**src/rtl/id_sum_pkg.sv**
```systemverilog
// -----------------------------------------------------------------------------
// id_sum_pkg
// Shared types and constants for the ID-digit sum sequencer.
//   state_t     : sequencer FSM states
//   DIGIT_W_DEF : default digit / accumulator width
//   IDX_W       : width of the consumed-digit counter
// -----------------------------------------------------------------------------
package id_sum_pkg;

    localparam int DIGIT_W_DEF = 4;
    localparam int IDX_W       = 4;

    typedef enum logic [1:0] {
        S_IDLE  = 2'd0,
        S_ACCUM = 2'd1,
        S_DONE  = 2'd2
    } state_t;

endpackage

```
**src/rtl/id_sum_sequencer_nibble_adder.sv**
```systemverilog
// -----------------------------------------------------------------------------
// nibble_adder
// W-bit combinational adder, carry-in tied low.
// Ports:
//   a, b  : in  [W-1:0] operands
//   s     : out [W-1:0] sum modulo 2^W
//   cout  : out         carry-out of the top bit
// -----------------------------------------------------------------------------
module nibble_adder
    import id_sum_pkg::*;
#(
    parameter int W = DIGIT_W_DEF
) (
    input  logic [W-1:0] a,
    input  logic [W-1:0] b,
    output logic [W-1:0] s,
    output logic         cout
);

    assign {cout, s} = {1'b0, a} + {1'b0, b};

endmodule

```
**src/rtl/id_sum_sequencer.sv**
```systemverilog
// -----------------------------------------------------------------------------
// id_sum_sequencer
// Bounded, restartable accumulation of NUM_DIGITS student-ID digits.
// A start pulse in IDLE clears the accumulator, then NUM_DIGITS digits are
// pulled over a valid/ready handshake and added into a DIGIT_W-bit sum.
// done pulses once when the result is final; sum/ovf hold until next start.
//
// Optional feature macro: ID_SUM_SAT_EN
//   defined   : any add with carry-out saturates sum to all ones
//   undefined : sum wraps modulo 2^DIGIT_W (ovf still flags the carry)
//
// Ports:
//   clk          in   system clock, rising edge
//   reset        in   synchronous, active-high reset
//   start        in   begin operation (sampled only in IDLE)
//   digit_in     in   [DIGIT_W-1:0] digit from the ID generator
//   digit_valid  in   digit_in valid this cycle
//   digit_ready  out  digit consumed this cycle if digit_valid=1
//   busy         out  operation in progress (ACCUM)
//   done         out  one-cycle pulse when the result is final
//   sum          out  [DIGIT_W-1:0] accumulator
//   ovf          out  sticky carry-out flag for the current operation
//   digit_idx    out  [3:0] digits consumed so far
//
// state   | meaning
// --------+-----------------------------------------------
// S_IDLE  | waiting for start, result held
// S_ACCUM | consuming digits, one per valid cycle
// S_DONE  | result final, done pulse, back to IDLE
// -----------------------------------------------------------------------------
module id_sum_sequencer
    import id_sum_pkg::*;
#(
    parameter int NUM_DIGITS = 8,
    parameter int DIGIT_W    = DIGIT_W_DEF
) (
    input  logic               clk,
    input  logic               reset,
    input  logic               start,
    input  logic [DIGIT_W-1:0] digit_in,
    input  logic               digit_valid,
    output logic               digit_ready,
    output logic               busy,
    output logic               done,
    output logic [DIGIT_W-1:0] sum,
    output logic               ovf,
    output logic [IDX_W-1:0]   digit_idx
);

    localparam logic [IDX_W-1:0] LAST_IDX = IDX_W'(NUM_DIGITS - 1);

    state_t             r_state;
    logic [DIGIT_W-1:0] r_sum;
    logic               r_ovf;
    logic [IDX_W-1:0]   r_digit_idx;
    logic               r_busy;
    logic               r_ready;
    logic               r_done;

    logic [DIGIT_W-1:0] w_add;
    logic               w_cout;
    logic [DIGIT_W-1:0] w_sum_next;

    nibble_adder #(
        .W (DIGIT_W)
    ) u_adder (
        .a    (r_sum),
        .b    (digit_in),
        .s    (w_add),
        .cout (w_cout)
    );

`ifdef ID_SUM_SAT_EN
    // A saturated sum of all ones stays put: adding 0 yields all ones with no
    // carry, adding anything else carries and re-saturates.
    assign w_sum_next = w_cout ? {DIGIT_W{1'b1}} : w_add;
`else
    assign w_sum_next = w_add;
`endif

    always_ff @(posedge clk) begin
        if (reset) begin
            r_state     <= S_IDLE;
            r_sum       <= '0;
            r_ovf       <= 1'b0;
            r_digit_idx <= '0;
            r_busy      <= 1'b0;
            r_ready     <= 1'b0;
            r_done      <= 1'b0;
        end else begin
            case (r_state)
                S_IDLE: begin
                    r_done <= 1'b0;
                    if (start) begin
                        r_state     <= S_ACCUM;
                        r_sum       <= '0;
                        r_ovf       <= 1'b0;
                        r_digit_idx <= '0;
                        r_busy      <= 1'b1;
                        r_ready     <= 1'b1;
                    end
                end

                S_ACCUM: begin
                    if (digit_valid) begin
                        r_sum       <= w_sum_next;
                        r_ovf       <= r_ovf | w_cout;
                        r_digit_idx <= r_digit_idx + IDX_W'(1);
                        if (r_digit_idx == LAST_IDX) begin
                            r_state <= S_DONE;
                            r_busy  <= 1'b0;
                            r_ready <= 1'b0;
                            r_done  <= 1'b1;
                        end
                    end
                end

                S_DONE: begin
                    r_state <= S_IDLE;
                    r_done  <= 1'b0;
                end

                default: begin
                    r_state <= S_IDLE;
                    r_busy  <= 1'b0;
                    r_ready <= 1'b0;
                    r_done  <= 1'b0;
                end
            endcase
        end
    end

    assign digit_ready = r_ready;
    assign busy        = r_busy;
    assign done        = r_done;
    assign sum         = r_sum;
    assign ovf         = r_ovf;
    assign digit_idx   = r_digit_idx;

endmodule

```
**config.mk**
```make
export PLATFORM = sky130hd
export DESIGN_NAME = id_sum_sequencer
export DESIGN_NICKNAME = d
export VERILOG_FILES = /design/src/rtl/id_sum_pkg.sv /design/src/rtl/id_sum_sequencer_nibble_adder.sv /design/src/rtl/id_sum_sequencer.sv
export SDC_FILE = /design/constraint.sdc
export NUM_CORES = 1
export LEC_CHECK = 0
export ABC_CLOCK_PERIOD_IN_PS = 1500
export CAP_MARGIN = 0
export CORE_MARGIN = 2
export CORE_UTILIZATION = 45
export DETAILED_ROUTE_END_ITERATION = 8
export GPL_TIMING_DRIVEN = 1
export PLACE_DENSITY = 0.76
export SLEW_MARGIN = 10
export SYNTH_ARGS = -nofsm -noshare
export SYNTH_HDL_FRONTEND = slang
export SYNTH_SLANG_ARGS = --single-unit
```
**constraint.sdc**
```tcl
create_clock -name clk -period 1.5 [get_ports clk]
set_input_delay 0.3 -clock clk [delete_from_list [all_inputs] [get_ports clk]]
set_output_delay 0.3 -clock clk [all_outputs]
set_load 0.02 [all_outputs]
```
Yosys cells after proc, flatten, opt, wreduce, memory -nomap -nowiden:

Cells that the tools add are included.

* $add $sub $neg: 2
* eq/ne operators: 6
* mux-type cells: 16
* bitwise gates (word level): 3
* reductions and logical operators: 7

Operators with widths (number)
* $pmux 4 s2: 2
* $mux 4: 3
* $mux 2: 3
* $ne 2x2->1 const B: 3
* $reduce_and 3->1: 2
* $add 4x4->5: 1
* $mux 1: 5
* $add 4x1->4 const B: 1
* $eq 4x3->1 const B: 1
* $pmux 2 s2: 1
* $reduce_and 4->1: 1
* $pmux 1 s3: 1
* $eq 2x1->1 const B: 1
* $eq 2x2->1 const B: 1
* $logic_not 2->1: 1
* $not 1->1: 2
* $pmux 1 s2: 1
* $reduce_and 2->1: 1
* $reduce_bool 2->1: 1
* $reduce_or 2->1: 1
* $or 1x1->1: 1

* bits in registers: 13
* output and inout port bits: 12
* logic and storage cells: 40

Depth between registers and ports, before layout:

* depth in word-level cells: 4
* mapped depth: 6
* gate-level depth less buffers: 6

By module:

A second synthesis with hierarchy kept.

* cell total of the unflattened synthesis: 69
* area, all modules: 661.9 um2

By module, submodules not included
* id_sum_sequencer: times used 1, cells each 53, area an instance 525.5 um2
* nibble_adder: times used 1, cells each 16, area an instance 136.4 um2

Least setup slack after synthesis:

OpenSTA, ideal clock, no wires.

* kind: reg2reg
* start point: register r_sum[0] (netlist: sum[0])
* end point: register r_ovf (netlist: ovf)
* setup time: 60 ps
* data arrival time: 1408 ps
* required time: 1440 ps
* slack: 32 ps
* cell stages (with the launch flop): 7
* buffers on the path: 0
* clock period less this slack: 1468 ps
* cells stage by stage: dfxtp_1 > ha_1 > inv_1 > fa_1 > nor2b_1 > o21a_1 > o311a_1

* longest elaborated chain between the ends: 4

Ends and longest elaborated chain
* from (decl): line id_sum_sequencer.sv:53 `logic [DIGIT_W-1:0] r_sum;`
* from (signal assigned): line id_sum_sequencer.sv:106 `r_sum <= w_sum_next;`
* $add 4x4->5: line id_sum_sequencer_nibble_adder.sv:20 `assign {cout, s} = {1'b0, a} + {1'b0, b};`
* $or 1x1->1: line id_sum_sequencer.sv:107 `r_ovf <= r_ovf | w_cout;`
* $mux 1: line id_sum_sequencer.sv:105 `if (digit_valid) begin`
* $pmux 1 s2: line id_sum_sequencer.sv:91 `case (r_state)`
* to (signal assigned): line id_sum_sequencer.sv:107
* to (decl): line id_sum_sequencer.sv:54 `logic r_ovf;`

Every way passes these cells. The select of a mux whose other input is x is not followed.
A chain may end at the register's enable or synchronous reset.

Final worst setup path:

* start point: input digit_in[2]
* end point: register r_ovf (netlist: ovf)

* longest elaborated chain between the ends: 4

Ends and longest elaborated chain
* from (decl): line id_sum_sequencer.sv:40 `input logic [DIGIT_W-1:0] digit_in,`
* $add 4x4->5: line id_sum_sequencer_nibble_adder.sv:20
* $or 1x1->1: line id_sum_sequencer.sv:107
* $mux 1: line id_sum_sequencer.sv:105
* $pmux 1 s2: line id_sum_sequencer.sv:91

Every way passes these cells. The select of a mux whose other input is x is not followed.

==> metrics <==
register area share after synthesis=approximately 37%; Total Nets Final=between 100 and 150; Pleak=around 0.42 nW; area leader, netlist=dfxtp_1; Final Hold Vio Count=0; kind of critical path=in2reg; Startpoint Class=input pin; largest net degree at the start of global routing=18; die height=roughly 43 um; Synth Register Bits=13; period utilization=96.9%; # diodes=0; CP Capture Type=flip-flop; crit path time final=~1500 ps; Arrival @ worst endpoint=1620 ps; Area contributors post-synth=dfxtp_1, ha_1, a21oi_1, o21ai_0, inv_1; antenna-violating nets left=0; yosys warns=0; DP Cell Count=~120; worst min-delay path startpoint=done; Num CTS Buffers=3; crit path max fanout=4; CTS tree=done; FF-to-FF Start=sum[0]; Cell Chain, Critical Path=clkdlybuf4s50_1 > ha_1 > nor2b_1 > o21a_1 > o311a_1; syn_nets=93; Mean Syn Cell Area=about 8.9 um^2; vias post-DR=between 600 and 700; Max stage delay on crit path=approximately 400 ps; total power divided by cell area=~760 nW/um^2; Die Area=approximately 1900 um^2; Area Growth Syn to Fin=36.9%; Cells on Worst Hold Path=2; initial antenna violation count=0; Clock Path Buffers=2; PortBufs=19; Finished Layout Cells=between 100 and 150; worst skew pair latency=270 ps; H-Tree Depth=1; hold endpoint=done; clock transition at the registers of the reported paths=80 ps; status=finished clean; Peak Freq=688 MHz; R2R Setup Slk=between 100 and 150 ps; share of cells above drive strength 1=roughly 15%; Placer Congestion=between 0.8 and 0.9; Die X=43.5 um; placed cell areas=roughly 950 um^2; max_cap viols=0; Setup Total Neg Slack=0 ps; Iter 0 DRT Violations=7; Slew @ Worst Pin=between 400 and 500 ps; max-slew violation count=0; Final Routed Wirelength=about 1600 um; CP max stage cell=clkdlybuf4s50_1; hold_buf cts=0; Clock Tree Root=clkbuf_4; most frequent cells in the layout=dfxtp_1, dlygate4sd2_1, a21oi_1, buf_4; WL per Instance=roughly 13 um; core area=roughly 1500 um^2; Final setup viols=0; Required @ worst endpoint=approximately 1700 ps; Syn Inst Count=between 70 and 80; fillcell total=151; IR drop worst, VDD=0.502 mV; drc violations=0; clock skew=between 4 and 5 ps; fin area=approximately 960 um^2; first-pass GRT wire length=about 2700 um; Pre-antenna DRT Iters=4; cells on worst reg2reg path=6; num rows=14; I/O pin total=20; CP bufs+invs=1; GRT overflow=0; max_slew headroom=around two thirds; Vias/cell=between 5 and 6; Distinct cells, synth=31; HP Class=reg2reg; Final Util=roughly 65%; Mapped Area=about 700 um^2; initial core utilization=approximately 47%; hpwl dp=~1200 um; top cell type's share of synthesized area=between 30% and 40%; total track usage=19.1%; RR Endpoint=ovf; number of global-route vias before repair=approximately 640; unrepaired setup endpoints after global routing=false; CTS sink cnt=13; CP top delay family=compound AO/OA/AOI/OAI gates
[worst max path at each step]
stage / from / end / cells after the start
after floorplan: sum[0] / ovf / 6
after global placement: digit_in[0] / ovf / 7
after detailed placement: digit_in[0] / ovf / 7
after CTS: digit_in[2] / ovf / 5
after global routing: digit_in[2] / sum[3] / 5
final: digit_in[2] / ovf / 5
[where the power goes]
group	internal, mW	switching [mW]
Sequential	0.357	0.0122
Combinational	0.0725	0.0693
Clock	0.103	0.113
[stage by stage]
stage / power [mW] / setup slack, ps / hold slack, ps
CTS: 0.730 / 48.3 / 458
detailed placement: 0.529 / -330 / 450
floorplan: 0.459 / 32.3 / 485
global placement: 0.524 / -287 / 437
global route: 0.764 / 5.17 / 464
finish: 0.726 / 46.4 / 455
[sequential cells by signal (all words and copies together), names as in the netlist]
signal	count
digit_idx	4
digit_ready	1
done	1
ovf	1
r_state	2
sum	4
[per-layer routing]
layer	part of all wire (%)	global-route usage (%)	vias up
li1	-	-	335
met1	44	23.1	303
met2	49	33.1	16
met3	4.4	2.50	4
met4	2.0	9.09	0
met5	0	0	-
[repair_timing]
item,4_1_cts,5_1_grt
setup endpoints to repair,14,1
setup buffers,0,0
pin swaps,1,0
resized for setup,16,1
[logic make-up (layout without fill, tap and decap cells)]
group                      count (synthesis)  in the layout  synth area share, %
muxes                                      1              1                 1.43
adders and majority gates                  6              6                 11.8
DFF                                       13             13                 37.1
buffers and inverters                     10             37                 6.95
AOI/OAI and AO/OA                         25             25                 21.9
xor gates and xnor gates                   1              1                 1.25
and+or+nand+nor                           23             23                 19.6
[final cells by class]
class / count / area [um^2] / area share [%]
Inverter: 6 / 22.5 / 2.34
Sequential cell: 13 / 260 / 27.1
Multi-Input combinational cell: 56 / 398 / 41.4
Clock buffer: 4 / 26.3 / 2.73
Tap cell: 16 / 20.0 / 2.08
Timing Repair Buffer: 27 / 234 / 24.3
[synth_stat cells, drive strengths merged]
library cell and n:
and3b 1, nand4 1, a21boi 2, nand2 4
a2111o 1, o31ai 3, or4 2, nand3 3
a21oi 10, ha 5, o21a 1, nand4b 1
buf 2, o311a 1, and2b 1, o21ai 6
nor2b 3, or3b 1, o21bai 1, xnor2 1
inv 6, dfxtp 13, mux2i 1, nor2 2
fa 1, nor3 1, nand2b 2, clkbuf 2
nand3b 1
[worst min-delay path, stage by stage, from the launching register on]
cell and delay, ps:
dfxtp_1 320, inv_1 50, a21oi_1 50
Power figures use the tool's default switching activity.
